==> config.mk <==
export PLATFORM = sky130hd
export DESIGN_NAME = flag_branch_unit
export DESIGN_NICKNAME = d
export VERILOG_FILES = /design/src/rtl/flag_branch_unit.sv
export SDC_FILE = /design/constraint.sdc
export NUM_CORES = 1
export LEC_CHECK = 0
export CORE_UTILIZATION = 25
export DETAILED_ROUTE_END_ITERATION = 10
export PLACE_DENSITY = 0.55
export SYNTH_ARGS = -nofsm -noshare
export SYNTH_HDL_FRONTEND = slang
export SYNTH_SLANG_ARGS = --single-unit
==> constraint.sdc <==
create_clock -name clk -period 7.5 [get_ports clk]
set_input_delay 1.875 -clock clk [delete_from_list [all_inputs] [get_ports clk]]
set_output_delay 1.875 -clock clk [all_outputs]
set_load 0.03 [all_outputs]
==> src/rtl/flag_branch_unit.sv <==
// flag_branch_unit: masked ALU flag register, forwarded branch resolve, flush pulse and branch stats.
module flag_branch_unit #(
  parameter int CNT_W = 16
) (
  input  logic             clk,
  input  logic             rst,
  input  logic             ex_valid,
  input  logic [3:0]       ex_opcode,
  input  logic             alu_z,
  input  logic             alu_n,
  input  logic             alu_v,
  input  logic             ex_stall,
  input  logic             br_valid,
  input  logic [2:0]       br_cond,
  output logic             flag_z,
  output logic             flag_n,
  output logic             flag_v,
  output logic             br_taken,
  output logic             br_flush,
  output logic [CNT_W-1:0] br_total,
  output logic [CNT_W-1:0] br_taken_cnt
);
  typedef enum logic {IDLE, FLUSH} state_t;
  state_t state, state_nx;
  logic wz, wnv, ez, en, ev, cond_ok, resolve;
  logic [7:0] cond_tbl;
  always_comb begin
    wz = ex_valid & ~ex_stall & ~ex_opcode[3] & (ex_opcode[1:0] != 2'b11);
    wnv = ex_valid & ~ex_stall & (ex_opcode[3:1] == 3'b000);
    ez = wz ? alu_z : flag_z;
    en = wnv ? alu_n : flag_n;
    ev = wnv ? alu_v : flag_v;
    // indexed by br_cond: UNCOND, OVFL, LTE, GTE, LT, GT, EQ, NEQ
    cond_tbl = {1'b1, ev, en | ez, ez | ~en, en, ~ez & ~en, ez, ~ez};
    cond_ok = cond_tbl[br_cond];
    br_taken = br_valid & (state == IDLE) & cond_ok;
    resolve = br_valid & ~ex_stall & (state == IDLE);
    state_nx = (state == IDLE && resolve && cond_ok) ? FLUSH : IDLE;
  end
  assign br_flush = (state == FLUSH);
  always_ff @(posedge clk) begin
    if (rst) begin
      flag_z <= 1'b0;
      flag_n <= 1'b0;
      flag_v <= 1'b0;
      state <= IDLE;
      br_total <= '0;
      br_taken_cnt <= '0;
    end else begin
      if (wz) flag_z <= alu_z;
      if (wnv) flag_n <= alu_n;
      if (wnv) flag_v <= alu_v;
      state <= state_nx;
      if (resolve && !(&br_total)) br_total <= br_total + 1'b1;
      if (resolve && cond_ok && !(&br_taken_cnt)) br_taken_cnt <= br_taken_cnt + 1'b1;
    end
  end
endmodule

; Word level (Yosys, flattened, before mapping)
; Cells that the tools add are included.
[word_totals]
ff_bits = 36
ram_bits = 0
latch_bits = 0
wordCells = 42
romBits = 0
in_bits = 15
memories = 0
[op_classes]
order_cmp = 1
muxes = 6
n_div = 0
multipliers = 0
shift = 0
n_bitwise = 16
add_sub_neg = 2
eq_ne = 1
n_reduce_logical = 10
[ops]
columns = operator, count
row1 = "16-bit by 1-bit adder with 16-bit output, second input constant", 2
row2 = 16-bit AND reduction, 2
row3 = 1-bit bitwise AND, 9
row4 = 1-bit logical AND, 5
row5 = 1-bit 2-to-1 mux, 5
row6 = 1-bit inverter, 5
row7 = "3-bit by 4-bit less-than comparator with 1-bit output, second input constant", 1
row8 = 1-bit binary-select mux with 3-bit select, 1
row9 = 3-bit logical NOT, 1
row10 = 1-bit logical NOT, 2
row11 = "2-bit inequality test, second input constant", 1
row12 = 1-bit bitwise OR, 2

; Logic depth before layout (Yosys ltp)
[logic_depth]
word_depth = 11
mapped_depth = 8
ltp_nobuf = 7

; Least setup slack after synthesis
; Ideal clock, no wire load.
[synth_path]
path_kind = input to output
start = in ex_stall
end = out br_taken
setup_slack_ns = 1.811
arrival_ns = 3.814
n_path_buf = 2
stages = 7
cell_sequence = nor3b_4 > a221oi_1 > nor2_1 > nand2_2 > buf_4 > buf_6 > nor4_1
[synth_via]
elab_chain_cells = 10
word_cells_on_any_way = 16
cone_classes = mux (5) / bitwise (11)
[synth_rtl]
columns = element, line_no
row1 = start: declaration, 12  ; input logic ex_stall,
row2 = 1-bit inverter (*), "28, 29"
row3 = 1-bit bitwise AND (*), "28, 29"
row4 = 1-bit bitwise AND (2 in a row), 28  ; wz = ex_valid & ~ex_stall & ~ex_opcode[3] & (ex_opcode[1:0] != 2'b11);
row5 = 1-bit 2-to-1 mux, 30  ; ez = wz ? alu_z : flag_z;
row6 = 1-bit inverter, 34  ; cond_tbl = {1'b1, ev, en | ez, ez | ~en, en, ~ez & ~en, ez, ~ez};
row7 = 1-bit bitwise AND, 34
row8 = 1-bit binary-select mux with 3-bit select (*), 35  ; cond_ok = cond_tbl[br_cond];
row9 = 1-bit 2-to-1 mux (not written as such) (*), 35
row10 = 1-bit bitwise AND (*), 36  ; br_taken = br_valid & (state == IDLE) & cond_ok;
row11 = end: declaration, 18  ; output logic br_taken,
; Every way passes the cells marked *; elsewhere a longest branch is shown, timed or not. The select of a mux whose other input is x is not followed.

; Worst setup path after layout
; Same ends and word-level chain as after synthesis.

==> impl_metrics.yaml <==
setup_path:
  crit_type: "input pin to output pin"
  reg2reg_slack_ns: 5.19
  r2r_cells: 7
  path_common_cell: "clkdlybuf4s50_1"
  crit_path_end_kind: "output pin"
  endpoint: "br_taken"
  crit-reg2reg-launch: "br_taken_cnt[0]"
  startpoint: "ex_stall"
  regToRegEndpoint: "br_taken_cnt[3]"
  cp.required_ns: 5.62
  crit_chain: "clkdlybuf4s50_1 -> nor3b_4 -> a221oi_1 -> nor2_1 -> nand2_2 -> nor4_1 -> clkdlybuf4s50_1"
  arrival_ns: 4.48
  crit_path_start_kind: "input pin"
  path_max_fanout: 24
  cp_slowest_stage_delay_ns: 0.74
  crit_slowest_cell: "clkdlybuf4s50_1"
clock_network:
  cts-hold-fix-buffers: 0
  clk_latency_ns: 0.28
  cts_tree: "yes"
  clk_pin_slew_ns: 0.07
  cts-root-buf: "clkbuf_8"
  cts_setup_buffers: 0
  cts_buffer_depth: 2
  cts_sinks: 36
  htreeDepth: 2
  ctsResizeCount: 0
  cts_made_buffers: 5
floorplan:
  die_h_microns: 93.2
  rows: 32
  dieArea_sq_um: 8680
  core-area_sq_um: 7890
  pin_count: 52
  start_util_pct: 26.3
  die_w_microns: 93.2
logic_synthesis:
  ys_seq_elements: 36
  ys_warn_count: 0
  synth_edf_count: 0
  synth_cell_types: 46
  synth-seq-area-share_pct: 34.7
  synth_top_flop_cell: "dfxtp_1"
  synthesis.area_sq_um: 2080
  async_flop_share_pct: 0
  synth_cells: 247
  syn_avg_cell_area_sq_um: 8.41
  syn-num-nets: 264
worst_hold_path:
  hold_path_class: "flip-flop to flip-flop"
timing:
  setup_viol: 0
  hold_viol_final: 0
  rsz0062_at_grt: "no"
  worst_pin_slew_ns: 0.659
  setup_ws_ns: 1.14
  period_needed_ns: 6.36
  fin_skew_ns: 0.00490
  finalCritPeriodShare_pct: 84.8
  worst_slew_margin_rel_pct: 55.7
  fmax_mhz: 157
  setup-tns-final_ns: 0
  slew_violations: 0
layout:
  multiInputGateArea_sq_um: 1250
  n_fill_cell: 817
  syn_to_final_growth_pct: 32.3
  final_nets: 314
  drive_gt1_share_pct: 7.38
  seq_area_sq_um: 721
  num_antenna_cells: 0
global_route:
  antenna_found_initial: 0
  grt_usage_pct: 12.6
  grt_pass1_vias: 1890
  grt-ovfl-total: 0
  grt_max_degree: 41
  grt_first_pass_wirelength_mm: 8.97
route:
  drtIter0Drc: 93
  wire_per_inst_microns: 13.1
  vias_per_cell: 5.07
  drt_first_pass_iters: 4
  wl_mm: 5.25
  drc: 0
  final_antenna_net_count: 0
  vias: 2029
power_and_ir_drop:
  ir_drop_mv: 0.0528
  cellLeakagePower_uw: 0.000922
  power_density_nw_per_um2: 139
  power.total_uw: 382
placement:
  dp_hpwl_mm: 3.80
  post-place-ws_ns: 1.10
  port_buffers: 51
  place.gp.congestion: 0.810
status:
  status: "finished clean"
run:
  drv_cap: 0
[how the worst min path moves through the flow]
stage,start,end,slack [ns],cells past startpoint
5_1_grt,flag_n,flag_n,0.55,2
6_report,br_taken_cnt[4],br_taken_cnt[4],0.52,2
4_1_cts,br_taken_cnt[4],br_taken_cnt[4],0.52,2
3_5_place_dp,br_taken_cnt[4],br_taken_cnt[4],0.50,2
3_3_place_gp,br_total[14],br_total[14],0.50,2
2_1_floorplan,br_taken_cnt[4],br_taken_cnt[4],0.62,2
[synth_stat cells, types with 2 or more instances]
master	number	area [sq um]
a21oi_1	15	75.1
xor2_1	10	87.6
nor4_1	6	37.5
nor4b_1	2	17.5
nand2b_1	7	43.8
or4_1	10	75.1
dfxtp_1	36	721
nor3_2	3	30.0
o21ai_0	5	25.0
nor3b_1	2	15.0
and3_1	10	62.6
nand3_1	18	90.1
nand4_1	16	100
nor2_1	25	93.8
inv_1	6	22.5
mux2_4	3	45.0
nor3_1	4	20.0
clkbuf_1	6	22.5
nor2b_1	5	31.3
xnor2_1	4	35.0
nand2_1	15	56.3
or3_1	4	25.0
o31ai_1	9	67.6
ha_1	2	25.0
buf_6	3	33.8
[critical path, delay by kind of cell]
| family | cells | cell delay [ns] |
|---|---|---|
| simple gates | 4 | 1.22 |
| compound gates | 1 | 0.15 |
| buf+inv | 2 | 1.24 |
[cell families (layout without fill, tap and decap cells)]
kind of cell | count (synthesis) | after routing | synth area share, %
DFF | 36 | 36 | 34.7
muxes | 5 | 5 | 3.19
adders and majority gates | 2 | 2 | 1.20
xor gates and xnor gates | 14 | 14 | 5.90
AOI/OAI and AO/OA | 41 | 41 | 14.0
and+or+nand+nor | 132 | 132 | 36.1
buffers and inverters | 17 | 68 | 4.88
[registers in the layout (all words and copies together), names as in the netlist]
name and cells:
br_flush 1, br_taken_cnt 16, br_total 16, flag_n 1, flag_v 1, flag_z 1
[layout make-up]
type	instances	share of cell area (%)
clock buffers	8	3.28
inverters	6	0.819
multi-input cells	194	45.7
flip-flops and latches	36	26.2
well taps	102	4.64
repair buffers	54	19.4
[metrics by stage]
step	area (sq um)	util [%]	hold WS (ns)	instances
after floorplan	2080	-	0.622	247
after global placement	2660	33.7	0.503	392
after detailed placement	2660	33.7	0.505	392
after CTS	2750	34.9	0.516	400
after global routing	2750	34.9	0.546	400
final	2750	34.9	0.517	400
[power by group]
part,internal [uW],switching [uW],total [uW]
sequential,193,2.21,195
combinational,18.8,26.7,45.5
clock,75.0,66.6,142
[cell usage in the layout (no fill, tap or decap), types with 2 or more instances in the layout]
master	instances
or4_1	10
nor4_1	6
nor2_1	25
o21ai_0	5
xnor2_1	4
nand3_1	18
clkbuf_1	2
nor2b_1	5
nor4b_1	2
nor3b_1	2
nand2_1	15
clkdlybuf4s50_1	51
mux2_4	3
or3_1	4
nor3_1	4
buf_4	3
nand4_1	16
dfxtp_1	36
xor2_1	10
ha_1	2
o31ai_1	9
inv_1	6
a21oi_1	15
and3_1	10
nor3_2	3
nand2b_1	7
clkbuf_8	6
[metal layers]
metal	vias up	wire length [microns]	global-route usage [%]
met4	0	31	2.82
met2	50	2390	19.7
met1	955	2550	17.8
met3	2	283	2.52
li1	1022	-	-
met5	-	0	0
Power figures use the tool's default switching activity.
